## src/rtl/pf_iod_tx_lane_ctrl.sv

```systemverilog
// pf_iod_tx_lane_ctrl
// Fabric-side controller for a group of output-only DDR PHY IODs.
// - Registers per-lane TX data / OE phases (1-cycle latency).
// - Runs a command-driven delay-line sequencer: DIRECTION setup, spaced
//   MOVE pulses with settle time, LOAD pulses, early stop on out-of-range.
// Optional: define PF_IOD_TAP_TRACK_EN to add the TAP_POS port, which
// tracks a saturating relative tap position per lane.
//
// state | meaning
// IDLE  | ready for a command
// SETUP | direction bit driven to target lane before first MOVE
// PULSE | one MOVE pulse on the target lane
// WAIT  | settle time after a MOVE/LOAD pulse, out-of-range sampled at end
// LOADP | one LOAD pulse on the target lane
// FIN   | one-cycle DONE, direction released on exit
module pf_iod_tx_lane_ctrl #(
  parameter int LANES  = 8,
  parameter int RATIO  = 4,
  parameter int STEP_W = 8,
  parameter int SETTLE = 2,
  localparam int LW    = (LANES > 1) ? $clog2(LANES) : 1
) (
  input  logic                      FAB_CLK,
  input  logic                      TX_SYNC_RST,
  input  logic [LANES*RATIO-1:0]    TX_DATA_IN,
  input  logic [LANES*RATIO-1:0]    OE_IN,
  output logic [LANES*RATIO-1:0]    TX_DATA_0,
  output logic [LANES*RATIO-1:0]    OE_DATA_0,
  input  logic                      CMD_VALID,
  output logic                      CMD_READY,
  input  logic                      CMD_OP,
  input  logic [LW-1:0]             CMD_LANE,
  input  logic                      CMD_DIR,
  input  logic [STEP_W-1:0]         CMD_STEPS,
  output logic [LANES-1:0]          DELAY_LINE_MOVE_0,
  output logic [LANES-1:0]          DELAY_LINE_DIRECTION_0,
  output logic [LANES-1:0]          DELAY_LINE_LOAD_0,
  input  logic [LANES-1:0]          DELAY_LINE_OUT_OF_RANGE_0,
  output logic                      DONE,
  output logic                      ERR,
  output logic [STEP_W-1:0]         STEPS_DONE
`ifdef PF_IOD_TAP_TRACK_EN
  ,
  output logic [LANES*8-1:0]        TAP_POS
`endif
);

  typedef enum logic [2:0] {
    S_IDLE, S_SETUP, S_PULSE, S_WAIT, S_LOADP, S_FIN
  } state_e;

  state_e              state_q;
  logic                ready_q, done_q, err_q, op_q;
  logic [LW-1:0]       lane_q;
  logic [STEP_W-1:0]   steps_q, steps_done_q;
  logic [3:0]          wait_q;
  logic [LANES-1:0]    move_q, dir_q, load_q;
  logic [LANES*RATIO-1:0] tx_q, oe_q;

  function automatic logic [LANES-1:0] lane_bit(input logic [LW-1:0] l);
    logic [LANES-1:0] b;
    b    = '0;
    b[l] = 1'b1;
    return b;
  endfunction

  // Datapath: register fabric data and OE phases towards the IODs
  always_ff @(posedge FAB_CLK) begin
    if (TX_SYNC_RST) begin
      tx_q <= '0;
      oe_q <= '0;
    end else begin
      tx_q <= TX_DATA_IN;
      oe_q <= OE_IN;
    end
  end

  // Sequencer FSM; every IOD-facing output is registered and set on state entry
  always_ff @(posedge FAB_CLK) begin
    if (TX_SYNC_RST) begin
      state_q      <= S_IDLE;
      ready_q      <= 1'b1;
      done_q       <= 1'b0;
      err_q        <= 1'b0;
      op_q         <= 1'b0;
      lane_q       <= '0;
      steps_q      <= '0;
      steps_done_q <= '0;
      wait_q       <= '0;
      move_q       <= '0;
      dir_q        <= '0;
      load_q       <= '0;
    end else begin
      done_q <= 1'b0;
      move_q <= '0;
      load_q <= '0;
      case (state_q)
        S_IDLE: begin
          if (CMD_VALID) begin
            ready_q      <= 1'b0;
            err_q        <= 1'b0;
            steps_done_q <= '0;
            op_q         <= CMD_OP;
            lane_q       <= CMD_LANE;
            steps_q      <= CMD_STEPS;
            if (int'(CMD_LANE) >= LANES) begin
              err_q   <= 1'b1;
              done_q  <= 1'b1;
              state_q <= S_FIN;
            end else if (CMD_OP) begin
              load_q  <= lane_bit(CMD_LANE);
              state_q <= S_LOADP;
            end else if (CMD_STEPS == '0) begin
              done_q  <= 1'b1;
              state_q <= S_FIN;
            end else begin
              dir_q   <= CMD_DIR ? lane_bit(CMD_LANE) : '0;
              state_q <= S_SETUP;
            end
          end
        end
        S_SETUP: begin
          move_q       <= lane_bit(lane_q);
          steps_done_q <= steps_done_q + 1'b1;
          state_q      <= S_PULSE;
        end
        S_PULSE, S_LOADP: begin
          wait_q  <= 4'(SETTLE - 1);
          state_q <= S_WAIT;
        end
        S_WAIT: begin
          if (wait_q != '0) begin
            wait_q <= wait_q - 1'b1;
          end else if (op_q) begin
            // out-of-range is meaningless right after a LOAD
            done_q  <= 1'b1;
            state_q <= S_FIN;
          end else if (DELAY_LINE_OUT_OF_RANGE_0[lane_q]) begin
            err_q   <= 1'b1;
            done_q  <= 1'b1;
            state_q <= S_FIN;
          end else if (steps_done_q == steps_q) begin
            done_q  <= 1'b1;
            state_q <= S_FIN;
          end else begin
            move_q       <= lane_bit(lane_q);
            steps_done_q <= steps_done_q + 1'b1;
            state_q      <= S_PULSE;
          end
        end
        S_FIN: begin
          dir_q   <= '0;
          ready_q <= 1'b1;
          state_q <= S_IDLE;
        end
        default: begin
          dir_q   <= '0;
          ready_q <= 1'b1;
          state_q <= S_IDLE;
        end
      endcase
    end
  end

  assign TX_DATA_0              = tx_q;
  assign OE_DATA_0              = oe_q;
  assign CMD_READY              = ready_q;
  assign DONE                   = done_q;
  assign ERR                    = err_q;
  assign STEPS_DONE             = steps_done_q;
  assign DELAY_LINE_MOVE_0      = move_q;
  assign DELAY_LINE_DIRECTION_0 = dir_q;
  assign DELAY_LINE_LOAD_0      = load_q;

`ifdef PF_IOD_TAP_TRACK_EN
  logic [LANES*8-1:0] tap_q;

  // Per-lane saturating tap tracker: follows each MOVE, cleared by LOAD
  always_ff @(posedge FAB_CLK) begin
    if (TX_SYNC_RST) begin
      tap_q <= '0;
    end else begin
      for (int i = 0; i < LANES; i++) begin
        if (LW'(i) == lane_q) begin
          if (state_q == S_PULSE) begin
            if (dir_q[i] && tap_q[i*8 +: 8] != 8'hFF)
              tap_q[i*8 +: 8] <= tap_q[i*8 +: 8] + 8'd1;
            else if (!dir_q[i] && tap_q[i*8 +: 8] != 8'h00)
              tap_q[i*8 +: 8] <= tap_q[i*8 +: 8] - 8'd1;
          end else if (state_q == S_LOADP) begin
            tap_q[i*8 +: 8] <= 8'h00;
          end
        end
      end
    end
  end

  assign TAP_POS = tap_q;
`endif

endmodule

```

## config.mk

```make
export PLATFORM = sky130hd
export DESIGN_NAME = pf_iod_tx_lane_ctrl
export DESIGN_NICKNAME = d
export VERILOG_FILES = /design/src/rtl/pf_iod_tx_lane_ctrl.sv
export SDC_FILE = /design/constraint.sdc
export NUM_CORES = 1
export LEC_CHECK = 0
export ABC_AREA = 0
export ABC_CLOCK_PERIOD_IN_PS = 2800
export CAP_MARGIN = 20
export CORE_AREA = 2 2 80 139
export DETAILED_ROUTE_END_ITERATION = 8
export DIE_AREA = 0 0 82 141
export PLACE_DENSITY = 0.74
export SETUP_SLACK_MARGIN = 0.3
export SYNTH_ARGS = -nofsm -noshare
export SYNTH_HDL_FRONTEND = slang
export SYNTH_SLANG_ARGS = --single-unit
```

## constraint.sdc

```tcl
create_clock -name FAB_CLK -period 2.8 [get_ports FAB_CLK]
set_input_delay 0.56 -clock FAB_CLK [delete_from_list [all_inputs] [get_ports FAB_CLK]]
set_output_delay 0.56 -clock FAB_CLK [all_outputs]
set_load 0.02 [all_outputs]
```

==> results of run 1 <==
## cell usage after synthesis (2+ instances only)
library cell | instances | area, um^2
nor4b_2 | 5 | 75.1
o21ai_0 | 4 | 20.0
inv_1 | 7 | 26.3
o31ai_1 | 3 | 22.5
buf_1 | 2 | 7.51
nor4_1 | 3 | 18.8
a31oi_1 | 2 | 12.5
nor4_2 | 3 | 37.5
or3_1 | 12 | 75.1
and3_1 | 2 | 12.5
nand2_1 | 45 | 169
nand2b_1 | 6 | 37.5
a21oi_1 | 31 | 155
buf_6 | 2 | 22.5
mux4_1 | 2 | 52.6
mux2i_1 | 6 | 60.1
nor2_1 | 20 | 75.1
xor2_1 | 6 | 52.6
clkbuf_1 | 19 | 71.3
nand4b_1 | 3 | 26.3
nand4_1 | 6 | 37.5
nor2b_1 | 65 | 407
nand3_1 | 4 | 20.0
xnor2_1 | 2 | 17.5
or4_1 | 4 | 30.0
mux2_2 | 2 | 22.5
dfxtp_1 | 118 | 2360
nor3_1 | 7 | 35.0
ha_1 | 2 | 25.0
## layout by cell type (no fill, tap or decap), drive strengths merged, types with 4 or more instances in the layout
cell and instances:
clkdlybuf4s50 185, dfxtp 118, nor2b 65, nand2 45, a21oi 31, nor2 20
clkbuf 20, or3 12, inv 10, buf 8, nor3 7, xor2 6
nand2b 6, nand4 6, mux2i 6, nor4 6, nor4b 5, nand3 4
or4 4, o21ai 4, clkinv 4
## layout make-up
type | instances | area (um^2) | area share
inverter | 7 | 26.3 | 0.00391
clock inverter | 12 | 144 | 0.0214
timing repair buffer | 193 | 1910 | 0.284
multi-input combinational | 263 | 1670 | 0.249
clock buffer | 20 | 447 | 0.0664
sequential | 118 | 2360 | 0.351
tap | 130 | 163 | 0.0242
## where the power goes
part           internal [mW]  leakage [nW]  switching [mW]  total [mW]
clock                   1.35         0.278           0.779        2.12
sequential              1.77         0.971          0.0741        1.84
combinational          0.365          1.28           0.364       0.730
## through the flow
step	instance area, um^2	total power [mW]	util
after floorplan	4160	2.26	-
after global routing	6730	4.88	0.640
after global placement	6130	2.58	0.583
final	6730	4.70	0.640
after detailed placement	6130	2.60	0.583
after CTS	6720	4.74	0.639
## flip-flops by register name, indices dropped and copies added (netlist names), 4 cells and up
register / count
DELAY_LINE_DIRECTION_0: 8
DELAY_LINE_LOAD_0: 8
DELAY_LINE_MOVE_0: 8
OE_DATA_0: 32
STEPS_DONE: 8
TX_DATA_0: 32
steps_q: 8
wait_q: 4
## path summary, 6_finish.rpt
check / end / slack (ns) / cells after the start
max: STEPS_DONE[0] / 0.44 / 5
min: DELAY_LINE_DIRECTION_0[1] / 0.43 / 2
max reg2reg: STEPS_DONE[0] / 0.44 / 5
min reg2reg: DELAY_LINE_DIRECTION_0[5] / 0.46 / 2
## kinds of logic after synthesis
group	Yosys count	synth area share
AND/OR/NAND/NOR	192	0.270
flip-flops	118	0.569
adder cells (fa/ha/maj)	2	0.00602
multiplexers	10	0.0325
XOR/XNOR	8	0.0169
AO/OA/AOI/OAI	51	0.0756
buffers and inverters	30	0.0307
## critical path: stages (launching register included)
cell	delay (ns)
dfxtp_1	0.49
mux4_1	0.60
mux2_2	0.31
a41o_1	0.30
a21boi_2	0.21
mux2_2	0.35
## layer usage
metal  vias to the layer above  routed length, um
met4                         0                308
met2                       172               6180
li1                       1775                  -
met3                        21               1190
met5                         -                  0
met1                      1697               3800
## repair_timing
action,CTS,global route
endpoints found under the setup margin,0,1
gates resized for setup,0,1
hold buffers,0,0
==> results.py, run 1 <==
metrics = {
    "layout": {
        "fill_cells": 866,
        "syn2layout_area_growth_pct": 61.8,
        "antenna_cells": 0,
        "layout-drive-gt1-share": 0.0865,
        "final_nets": 690,
        "final_cells": 743,
    },
    "floorplan": {
        "rows": 50,
        "die_height_um": 141,
        "die_w_um": 82,
        "start_util": 0.395,
        "io_pins": 187,
        "fp.dieArea_um2": 11600,
        "coreArea_um2": 10500,
    },
    "global_route": {
        "busiest_layer": "met2",
        "grt_max_degree": 49,
        "met2_usage": 0.365,
        "first_global_vias": 3793,
        "grt_pass1_wl_um": 17800,
        "grt_use_total": 0.205,
        "grt-ovfl-total": 0,
        "antenna_found_initial": 0,
        "grt_use_met3": 0.108,
        "gr-usage-met1": 0.180,
    },
    "critical_path": {
        "cp.arrival_ns": 2.66,
        "worstSetupStartpoint": "lane_q[0]",
        "critPathCaptureType": "flip-flop",
        "cp_max_fo": 7,
        "timing_worst_setup_path_type": "reg -> reg",
        "start_kind": "flip-flop",
        "required_ns": 3.09,
        "reg2reg_from": "lane_q[0]",
    },
    "detailed_routing": {
        "ant_nets": 0,
        "drtIter0Drc": 143,
        "wl_per_cell_um": 15.4,
        "vias": 3665,
        "via_per_inst": 4.93,
        "drc": 0,
        "firstDrtPassIters": 4,
        "wirelength_um": 11500,
    },
    "placed_design": {
        "post-place-ws_ns": 0.0687,
        "gp_congestion": 0.793,
        "dp_hpwl_um": 8600,
        "portBuffers": 186,
        "dp.cells": 711,
    },
    "cts": {
        "cts_setup_buffers": 0,
        "cts-buffers-inserted": 17,
        "cts_tree": "built",
        "clkTransAtPathRegs_ns": 0.05,
        "cts.path.max_buffers": 2,
        "cts.sinks": 118,
        "ctsRootBufferMaster": "clkbuf_16",
        "worstSkewPairLatency_ns": 0.41,
        "htreeDepth": 4,
    },
    "sta": {
        "min_period_ns": 2.36,
        "tns_ns": 0,
        "whs_ns": 0.430,
        "fin_skew_ns": 0.00964,
        "hold_viol_final": 0,
        "fmax_ghz": 0.423,
        "setup_ws_ns": 0.436,
        "finalMaxSlewViolations": 0,
        "slew_headroom": 0.490,
        "worst_pin_slew_ns": 0.762,
        "setup_violations": 0,
        "fin_crit_sh": 0.844,
        "rsz0062_at_grt": "false",
    },
    "synthesis": {
        "synth-main-ff-cell": "dfxtp_1",
        "syn_avg_cell_area_um2": 10.1,
        "yosys_warnings": 0,
        "yosys.cell_types.count": 47,
        "ys_seq_elements": 118,
        "async_flop_share": 0,
        "synth_edf_count": 0,
        "syn_inst": 411,
        "syn_area_um2": 4160,
        "ys_seq_area_frac": 0.569,
        "syn-num-nets": 501,
    },
    "power": {
        "power_density_nw_per_um2": 699,
        "p_leak_nw": 2.52,
        "peakVddDrop_mv": 0.506,
    },
    "run_status": {
        "outcome": "finished clean",
    },
    "worst_hold_path": {
        "worstHoldStart": "TX_SYNC_RST",
        "hp-class": "in -> reg",
    },
    "job": {
        "drv_cap": 0,
    },
}
(Power assumes the default switching activity.)
==> inputs of run 2 (changes only) <==
- ABC_CLOCK_PERIOD_IN_PS: 2800 -> 2200
- clock period: 2.8 -> 2.2 ns (I/O delays scaled with it)
==> results.py, run 2 (synthesis gave the netlist of run 1 again) <==
metrics = {
    "cts": {
        "cts.sinks": 118,
        "ctsRootBufferMaster": "clkbuf_16",
        "htreeDepth": 4,
        "clkTransAtPathRegs_ns": 0.06,
        "cts_tree": "built",
        "worstSkewPairLatency_ns": 0.41,
        "cts.path.max_buffers": 2,
        "cts-buffers-inserted": 17,
    },
    "layout": {
        "layout_commonest_cell": "clkdlybuf4s50_1",
        "fill_cells": 836,
        "final_nets": 711,
        "final_cells": 764,
        "final_cell_mix": "clkdlybuf4s50_1, dfxtp_1, nor2b_1, nand2_1",
        "final_area_um2": 7030,
        "syn2layout_area_growth_pct": 69.2,
        "layout-drive-gt1-share": 0.153,
        "antenna_cells": 0,
        "fin_util": 0.669,
    },
    "worst_hold_path": {
        "hp-class": "in -> reg",
    },
    "power": {
        "power_density_nw_per_um2": 872,
        "total_power_mw": 6.13,
        "peakVddDrop_mv": 0.786,
        "p_leak_nw": 2.71,
    },
    "detailed_routing": {
        "vias": 3728,
        "wl_per_cell_um": 15.3,
        "wirelength_um": 11700,
        "drtIter0Drc": 203,
        "firstDrtPassIters": 5,
        "drc": 0,
        "via_per_inst": 4.88,
        "ant_nets": 0,
    },
    "placed_design": {
        "gp_congestion": 0.839,
        "dpl-instance-area_um2": 6270,
        "portBuffers": 186,
        "dp.cells": 724,
        "post-place-ws_ns": -0.389,
        "dp_hpwl_um": 8400,
    },
    "critical_path": {
        "required_ns": 2.52,
        "timing_worst_setup_path_type": "in -> reg",
        "start_kind": "input pin",
        "critPathCaptureType": "flip-flop",
        "cp.arrival_ns": 2.44,
        "cp_max_fo": 6,
        "reg2reg_slack_ns": 0.09,
    },
    "sta": {
        "min_period_ns": 2.12,
        "fmax_ghz": 0.473,
        "slew_headroom": 0.520,
        "hold_viol_final": 0,
        "rsz0062_at_grt": "true",
        "fin_crit_sh": 0.962,
        "finalMaxSlewViolations": 0,
        "fin_skew_ns": 0.00627,
        "setup_ws_ns": 0.0844,
        "worst_pin_slew_ns": 0.718,
        "setup_violations": 0,
    },
    "global_route": {
        "grt-ovfl-total": 0,
        "grt_max_degree": 45,
        "grt_pass1_wl_um": 17900,
        "first_global_vias": 3779,
        "grt_use_total": 0.209,
        "antenna_found_initial": 0,
    },
    "floorplan": {
        "rows": 50,
        "die_height_um": 141,
        "io_pins": 187,
        "fp.dieArea_um2": 11600,
        "coreArea_um2": 10500,
        "die_w_um": 82,
        "start_util": 0.395,
    },
    "run_status": {
        "outcome": "finished clean",
    },
    "job": {
        "drv_cap": 0,
    },
}
[run 2: cell count changes in the layout (fill, tap and decap cells not counted), moves of 3 or more]
cell,before,now
a21oi_1,31,26
buf_6,0,3
nor4b_4,0,5
dfxtp_2,0,5
buf_4,8,26
dlygate4sd2_1,0,11
dfxtp_1,118,112
nor4b_2,5,0
clkdlybuf4s50_1,185,174
a21oi_2,0,3
[run 2: what timing repair did]
action | CTS | global route
hold buffers | 0 | 0
gates resized for setup | 26 | 15
buffers inserted | 5 | 3
setup endpoints to repair | 28 | 24
pin swaps | 5 | 3
[run 2: per-layer routing]
layer | wire length, um | vias up | track usage
li1 | - | 1812 | -
met1 | 3820 | 1710 | 0.177
met2 | 6470 | 170 | 0.379
met3 | 1020 | 36 | 0.0954
met4 | 404 | 0 | 0.123
met5 | 0 | - | 0
[run 2: stage by stage]
stage / setup TNS (ns) / hold slack, ns
after floorplan: 0 / 0.448
after global placement: -4.85 / 0.439
after CTS: 0 / 0.366
after detailed placement: -6.03 / 0.448
after global routing: 0 / 0.383
final: 0 / 0.385
[run 2: critical path: stages]
cell             delay [ns]
clkdlybuf4s50_1        0.39
mux4_2                 0.44
mux2_4                 0.30
a41o_4                 0.28
buf_6                  0.15
a21oi_4                0.16
mux2i_2                0.26
[run 2: layout make-up]
cell class | count | area, um^2 | share of cell area
inverters | 7 | 26.3 | 0.00374
well taps | 130 | 163 | 0.0231
clock buffers | 17 | 425 | 0.0605
multi-input cells | 263 | 1830 | 0.261
repair buffers | 214 | 2070 | 0.294
clock inverters | 15 | 144 | 0.0205
flip-flops and latches | 118 | 2370 | 0.337
[run 2: worst paths after layout]
path | from | to | depth (start not counted)
min reg2reg | DELAY_LINE_DIRECTION_0[7] | DELAY_LINE_DIRECTION_0[7] | 2
max | DELAY_LINE_OUT_OF_RANGE_0[2] | STEPS_DONE[3] | 7
max reg2reg | wait_q[1] | STEPS_DONE[3] | 8
min | TX_SYNC_RST | TX_DATA_0[23] | 2
[run 2: where the power goes]
| group | leakage [nW] | internal (mW) | switching, mW |
|---|---|---|---|
| Sequential | 0.974 | 2.26 | 0.0821 |
| Clock | 0.273 | 1.58 | 1.06 |
| Combinational | 1.46 | 0.599 | 0.558 |
==> inputs of run 3 (changes only) <==
- CAP_MARGIN: 20 -> default
==> results of run 3 <==
Final layout, timing and power as in run 2 (identical DEF).
